**src/rtl/rd_add_man_pkg.sv**
```systemverilog
// Shared widths, state encoding and address/length helpers for the line-buffer read address manager.
// The width macros normally come from the shared mydefines.v; they are only defined here if absent.
`ifndef IMGT_WIDTH
`define IMGT_WIDTH 10
`endif
`ifndef IMGS_HEIGHT
`define IMGS_HEIGHT 9
`endif
`ifndef BURST_LENGTH
`define BURST_LENGTH 9
`endif
`ifndef BURST_ADD_LENGTH
`define BURST_ADD_LENGTH 22
`endif

package rd_add_man_pkg;

  localparam int IMGT_W = `IMGT_WIDTH;
  localparam int IMGS_H = `IMGS_HEIGHT;
  localparam int LINE_W = `IMGS_HEIGHT + 1;
  localparam int BLEN_W = `BURST_LENGTH;
  localparam int BADD_W = `BURST_ADD_LENGTH;

  typedef enum logic [3:0] {
    IDLE       = 4'h1,
    BURST_REQ  = 4'h2,
    BURST_DATA = 4'h4,
    LINE_DONE  = 4'h8
  } state_t;

  // Full 256-word segments plus one partial segment for any remainder.
  function automatic logic [2:0] seg_count(input logic [IMGT_W-1:0] tw);
    return {1'b0, tw[9:8]} + {2'b00, (tw[7:0] != 8'h00)};
  endfunction

  function automatic logic [BLEN_W-1:0] seg_len(input logic [IMGT_W-1:0] tw,
                                                input logic [1:0] s);
    if (({1'b0, s} == seg_count(tw) - 3'd1) && (tw[7:0] != 8'h00))
      return {1'b0, tw[7:0]};
    return 9'h100;
  endfunction

  function automatic logic [BADD_W-1:0] burst_addr(input logic bank,
                                                   input logic [LINE_W-1:0] line,
                                                   input logic [1:0] s);
    return {1'b0, bank, line[0], line[IMGS_H:1], s, 8'h00};
  endfunction

endpackage

```
**src/rtl/rd_add_man_edge_sync.sv**
```systemverilog
// Two-flop synchroniser for an asynchronous level, followed by a one-cycle rising-edge pulse.
module edge_sync (
  input  logic clk,
  input  logic rst,
  input  logic d,
  output logic rise
);

  logic [2:0] sh;

  always_ff @(posedge clk or posedge rst) begin
    if (rst) sh <= 3'b000;
    else     sh <= {sh[1:0], d};
  end

  assign rise = sh[1] & ~sh[2];

endmodule

```
**src/rtl/rd_add_man.sv**
```systemverilog
// Read address manager: splits each output line into SDRAM read bursts and
// addresses the line buffer; frame restarts are deferred until the FSM is idle.
module rd_add_man
  import rd_add_man_pkg::*;
(
  input  logic              clk,
  input  logic              rst,
  input  logic              frame_start,
  input  logic              line_req,
  output logic              line_ack,
  output logic              line_done,
  output logic              data_wen,
  output logic [IMGT_W-1:0] data_address,
  output logic              burst_req,
  output logic [BLEN_W-1:0] burst_length,
  output logic [BADD_W-1:0] burst_address,
  input  logic              burst_ack,
  input  logic              burst_holda,
  input  logic [1:0]        wr_pic_number,
  output logic [1:0]        rd_pic_number,
  input  logic [IMGT_W-1:0] target_width,
  input  logic [IMGS_H:0]   target_height
);

  state_t            state;
  logic              fs_rise;
  logic              pending;
  logic              rd_bank;
  logic [LINE_W-1:0] out_line;
  logic [1:0]        seg;
  logic [BLEN_W-1:0] word;
  logic [BLEN_W-1:0] word_nxt;
  logic [2:0]        n_seg;
  logic              unused_wr_lsb;

  edge_sync u_fs_sync (
    .clk  (clk),
    .rst  (rst),
    .d    (frame_start),
    .rise (fs_rise)
  );

  assign n_seg         = seg_count(target_width);
  assign word_nxt      = word + BLEN_W'(1);
  assign data_wen      = burst_holda;
  assign rd_pic_number = {rd_bank, out_line[0]};
  assign unused_wr_lsb = wr_pic_number[0];

  always_ff @(posedge clk or posedge rst) begin
    if (rst) begin
      state         <= IDLE;
      line_ack      <= 1'b0;
      line_done     <= 1'b0;
      burst_req     <= 1'b0;
      burst_length  <= 9'h100;
      burst_address <= '0;
      out_line      <= '0;
      rd_bank       <= 1'b0;
      seg           <= 2'd0;
      word          <= '0;
      data_address  <= '0;
      pending       <= 1'b0;
    end else begin
      line_ack  <= 1'b0;
      line_done <= 1'b0;
      if (fs_rise && (state != IDLE)) pending <= 1'b1;

      case (state)
        IDLE: begin
          // A restart always wins over a simultaneous line request.
          if (fs_rise || pending) begin
            pending  <= 1'b0;
            out_line <= '0;
            rd_bank  <= ~wr_pic_number[1];
          end else if (line_req) begin
            line_ack     <= 1'b1;
            seg          <= 2'd0;
            data_address <= '0;
            if ((out_line < target_height) && (n_seg != 3'd0)) begin
              state         <= BURST_REQ;
              burst_req     <= 1'b1;
              burst_length  <= seg_len(target_width, 2'd0);
              burst_address <= burst_addr(rd_bank, out_line, 2'd0);
            end else begin
              state <= LINE_DONE;
            end
          end
        end

        BURST_REQ: begin
          if (burst_ack) begin
            state     <= BURST_DATA;
            burst_req <= 1'b0;
            word      <= '0;
          end
        end

        BURST_DATA: begin
          if (burst_holda) begin
            word         <= word_nxt;
            data_address <= data_address + IMGT_W'(1);
            if (word_nxt == burst_length) begin
              if ({1'b0, seg} == n_seg - 3'd1) begin
                state <= LINE_DONE;
              end else begin
                seg           <= seg + 2'd1;
                state         <= BURST_REQ;
                burst_req     <= 1'b1;
                burst_length  <= seg_len(target_width, seg + 2'd1);
                burst_address <= burst_addr(rd_bank, out_line, seg + 2'd1);
              end
            end
          end
        end

        LINE_DONE: begin
          line_done <= 1'b1;
          out_line  <= (out_line < target_height) ? out_line + LINE_W'(1) : target_height;
          state     <= IDLE;
        end

        default: begin
          state     <= IDLE;
          burst_req <= 1'b0;
        end
      endcase
    end
  end

endmodule

```
**config.mk**
```make
export PLATFORM = sky130hd
export DESIGN_NAME = rd_add_man
export DESIGN_NICKNAME = d
export VERILOG_FILES = /design/src/rtl/rd_add_man_pkg.sv /design/src/rtl/rd_add_man_edge_sync.sv /design/src/rtl/rd_add_man.sv
export SDC_FILE = /design/constraint.sdc
export NUM_CORES = 1
export LEC_CHECK = 0
export ABC_CLOCK_PERIOD_IN_PS = 2440
export CAP_MARGIN = 20
export CORE_ASPECT_RATIO = 1.25
export CORE_MARGIN = 3
export CORE_UTILIZATION = 31
export CTS_CLUSTER_DIAMETER = 60
export DETAILED_ROUTE_END_ITERATION = 12
export PLACE_DENSITY_LB_ADDON = 0.05
export SLEW_MARGIN = 20
export SYNTH_ARGS = -nofsm -noshare
export SYNTH_HDL_FRONTEND = slang
export SYNTH_HIERARCHICAL = 1
export SYNTH_SLANG_ARGS = --single-unit
```
**constraint.sdc**
```tcl
create_clock -name clk -period 2.44 [get_ports clk]
set_input_delay 0.244 -clock clk [delete_from_list [all_inputs] [get_ports clk]]
set_output_delay 0.244 -clock clk [all_outputs]
set_load 0.01 [all_outputs]
```
==> results of run 1 <==
## through the flow
step	hold WS (ns)	setup WS, ns	TNS [ns]	cell area [um^2]
5_1_grt	0.146	-0.0542	-0.447	5480
6_report	0.138	0.0780	0	5480
3_3_place_gp	0.338	-0.634	-17.35	4990
2_1_floorplan	-0.00236	-0.0668	-0.625	3870
3_5_place_dp	0.361	-0.668	-18.18	4990
4_1_cts	0.132	0.000344	0	5340
## layout make-up
class,instances,area (um^2)
sequential,65,1630
fill,1171,6200
timing repair buffer,122,1110
tap,161,201
clock inverter,7,47.5
inverter,25,96.3
multi-input combinational,276,2170
clock buffer,9,225
## layer usage
layer  track usage [%]  vias to the layer above  routed length, um
li1                  -                     1576                  -
met5                 0                        -                  0
met2              28.5                       65               5250
met4              4.93                        0                116
met3              3.71                        8                362
met1              18.4                     1565               4360
## power breakdown
part / internal [mW] / total [mW] / switching, mW
Sequential: 1.24 / 1.38 / 0.141
Clock: 0.685 / 1.19 / 0.508
Combinational: 0.902 / 1.79 / 0.892
Total: 2.82 / 4.37 / 1.54
## synth_stat cells (2+ instances only)
library cell	n
sky130_fd_sc_hd__nor4b_2	2
sky130_fd_sc_hd__nand2b_1	3
sky130_fd_sc_hd__a21boi_0	3
sky130_fd_sc_hd__nand4_1	6
sky130_fd_sc_hd__nor3_1	7
sky130_fd_sc_hd__mux2i_1	2
sky130_fd_sc_hd__xnor2_1	9
sky130_fd_sc_hd__nand3_1	13
sky130_fd_sc_hd__dfstp_2	2
sky130_fd_sc_hd__a21oi_1	20
sky130_fd_sc_hd__clkbuf_1	9
sky130_fd_sc_hd__nor4_1	3
sky130_fd_sc_hd__nor2b_1	2
sky130_fd_sc_hd__o21ai_0	28
sky130_fd_sc_hd__buf_2	3
sky130_fd_sc_hd__a21o_1	2
sky130_fd_sc_hd__buf_4	13
sky130_fd_sc_hd__or3_1	3
sky130_fd_sc_hd__o22ai_1	8
sky130_fd_sc_hd__o31a_1	3
sky130_fd_sc_hd__or2_2	3
sky130_fd_sc_hd__mux2_2	3
sky130_fd_sc_hd__mux2_4	9
sky130_fd_sc_hd__inv_1	25
sky130_fd_sc_hd__dfrtp_1	63
sky130_fd_sc_hd__or4b_2	2
sky130_fd_sc_hd__o2111ai_1	2
sky130_fd_sc_hd__and2_1	3
sky130_fd_sc_hd__and3_1	5
sky130_fd_sc_hd__ha_1	17
sky130_fd_sc_hd__o31ai_1	10
sky130_fd_sc_hd__a22o_1	4
sky130_fd_sc_hd__nand2_1	31
sky130_fd_sc_hd__a31oi_1	2
sky130_fd_sc_hd__o21ai_1	2
sky130_fd_sc_hd__xor2_1	11
sky130_fd_sc_hd__nor2_1	28
## logic make-up (layout without fill, tap and decap cells)
logic type / Yosys count / count (layout) / share of synthesized area, %
other: 1 / 9 / 0.100
and+or+nand+nor: 121 / 121 / 17.3
muxes: 14 / 14 / 5.06
xor gates and xnor gates: 21 / 21 / 5.29
adders and majority gates: 17 / 17 / 5.70
AOI/OAI and AO/OA: 94 / 94 / 16.1
DFF: 65 / 65 / 43.6
buffers and inverters: 52 / 163 / 6.84
## state kept, by name (all words and copies together) (netlist names), 2 cells and up
register,flops
burst_address,13
data_address,10
out_line,10
burst_length,9
word,9
state,4
u_fs_sync/sh,3
seg,2
## what timing repair did
item | 4_1_cts | 5_1_grt
endpoints found under the setup margin | 26 | 25
resized for setup | 30 | 48
hold buffers | 0 | 0
buffers inserted | 2 | 1
pin swaps | 17 | 26
gates cloned | 0 | 0
## path summary, 6_finish.rpt
path,from,slack (ns),cells past startpoint,endpoint
max,target_height[7],0.08,11,burst_address[17]$_DFFE_PP0P_
min,rst,0.14,2,u_fs_sync/sh[0]$_DFF_PP0_
max reg2reg,word[6]$_DFFE_PP0P_,0.11,8,burst_address[17]$_DFFE_PP0P_
min reg2reg,u_fs_sync/sh[1]$_DFF_PP0_,0.38,0,u_fs_sync/sh[2]$_DFF_PP0_
max in group asynchronous,rst,1.58,3,word[5]$_DFFE_PP0P_
min in group clk,target_width[5],0.16,3,burst_length[5]$_DFFE_PP0P_
==> results.md, run 1 <==
- After clock tree synthesis, the clock-pin slew on the worst setup and hold paths is 0.06 ns.
- The post-route DRC violation count is 0.
- In this run, synthesis produced a sequential element count of between 60 and 70.
- The total count of hold-check failures in the final report was 0.
- After synthesis, the cell types taking the most area are sky130_fd_sc_hd__dfrtp_1 42%, sky130_fd_sc_hd__ha_1 5.7%, sky130_fd_sc_hd__o21ai_0 3.8%, sky130_fd_sc_hd__mux2_4 3.6%, sky130_fd_sc_hd__nand2_1 3.1%.
- The min-delay analysis places its worst path in the category in2async.
- The count of unique library cells instantiated by Yosys is slightly above 60.
- On the critical path the largest part of the delay comes from buffers and inverters.
- The worst setup path is captured at a flip-flop.
- TritonCTS built the clock tree.
- The top cell types in the final layout, fill and taps aside, are 62 x sky130_fd_sc_hd__dfrtp_1, 55 x sky130_fd_sc_hd__clkdlybuf4s50_1, 51 x sky130_fd_sc_hd__buf_4.
- The cell area power density is between 700 and 800 mW/mm^2.
- For this design, the slowest cell found on the critical path is sky130_fd_sc_hd__clkdlybuf4s50_1.
- The average via count per standard cell is ~4.8.
- In this run the remaining antenna-violating nets after routing total 0.
- The tool flagged a number of max-cap violations equal to 0.
- The core box area is ~0.012 mm^2.
- The number of placed instances with taps included is ~650.
- The first routing iteration left approximately 90 violations.
- The die outline area is 0.0134 mm^2.
- The largest buffer count on any clock path is 2.
- Based on the critical path, the design can be clocked at up to about 420 MHz.
- The arrival time of data at the critical path endpoint is roughly 2.6 ns.
- The first global-routing pass estimated between 15 and 20 mm of wire.
- The worst setup path is of the in2reg kind.
- The average footprint of a synthesized cell is between 9 and 10 um^2.
- The area overhead of the layout relative to synthesis is 46.6%.
- The count of final max-slew check failures is 0.
- The sum of routed wire length over all layers is between 10 and 15 mm.
- The number of buffers created by CTS is 9.
- The wire length per cell after detailed routing is 15.2 um.
- Summed over all cells, the static leakage comes to 2.43 nW.
- The cell accounting for the most synthesized area is sky130_fd_sc_hd__dfrtp_1.
- The number of primary I/O pins is between 70 and 80.
- Leaving out fill and tap cells, the most frequent cell in the layout is sky130_fd_sc_hd__dfrtp_1.
- The overall power consumption is roughly 4.4 mW.
- The most used flip-flop cell after synthesis is sky130_fd_sc_hd__dfrtp_1.
- The startpoint class of the critical path is a primary input.
- On the worst path, the slowest cell contributes a delay of approximately 0.47 ns.
- In this run the vertical extent of the chip is between 100 and 150 um.
- Across the VDD grid, the largest voltage drop is just under 0.4 mV.
- Entering global routing, the biggest net connects 23 pins.
- CTS placed an instance of sky130_fd_sc_hd__clkbuf_16 at the clock tree root.
- The standard-cell row count is between 40 and 50.
- The die is about 100 um wide.
- Setup violations remaining at the end of the flow were counted as 0.
- Of all nets on the critical path, the largest fanout is 7.
- The number of enable-type register cells in the synthesized netlist is 0.
- Setup repair after global routing could not meet its margin everywhere.
- The global-route usage over all layers is between 10% and 20%.
- Walking the worst path, the cells encountered are clkdlybuf4s50_1, inv_1, ha_1, a21o_1, a21oi_4, o2111ai_2, nand2_2, a32oi_4, nor3b_4, buf_6, mux2_4.
- The half-perimeter wire length after detailed placement is roughly 7.5 mm.
- The sum of overflow across all layers after global routing is 0.
- The run finished with clean final reports.
- The clock net in this run drives a total of between 60 and 70 sinks.
- Synthesis handed over a netlist of roughly 390 instances.
- The total buffers and inverters traversed by the critical path is 3.
- The fraction of synthesis flops using an asynchronous set or reset pin is 100%.
- The total number of vias is 3214.
- The number of I/O port buffers is 64.
- The number of iterations in the first detailed-routing pass is 4.
- Of the available clock period, the critical path in the final layout requires between 90% and 100%.
- The share of the Yosys chip area taken by registers is around 44%.
- The final non-filler cell total is about 670.
- In the final layout, the share of cells above drive strength 1 is approximately 28%.
- The actual transition at the worst max-transition pin is roughly 0.55 ns.
- The core occupancy in the finished layout is between 40% and 50%.
- The effective utilization at floorplan is 32.0%.
- For the worst setup path, the data required time is ~2.7 ns.
- For the worst-skew pair, the clock arrives at the later sink with an insertion delay of around 0.34 ns.
- The synthesized design devotes to its leading area cell type 42.2% of total area.
- In the final design database the tool counted between 500 and 600 nets.
- Headroom to the max-slew limit came out at 63.3%.
- The number of global-route vias before repair is ~3400.
- The final antenna diode count is 0.
- The final weighted congestion in routability-driven placement is 0.763.
- The maximum level of the CTS H-tree is 3.
- Counting I/O delays and the setup requirement, the final critical path takes ~2.4 ns.
- The Yosys step of the flow raised 6 warnings.
- Summing every instance area after synthesis gives around 0.0037 mm^2.
- The initial antenna violation count is 0.
- The clock arrives with 0.00888 ns of skew.
No activity file was read; power rests on OpenSTA's default activity.
==> inputs of run 2 (changes only) <==
CTS_CLUSTER_DIAMETER = 120   (was 60)
HOLD_SLACK_MARGIN = 0.1   (was unset)
==> results of run 2 <==
Same layout as run 1: the final DEF is identical, and so are final timing and power.
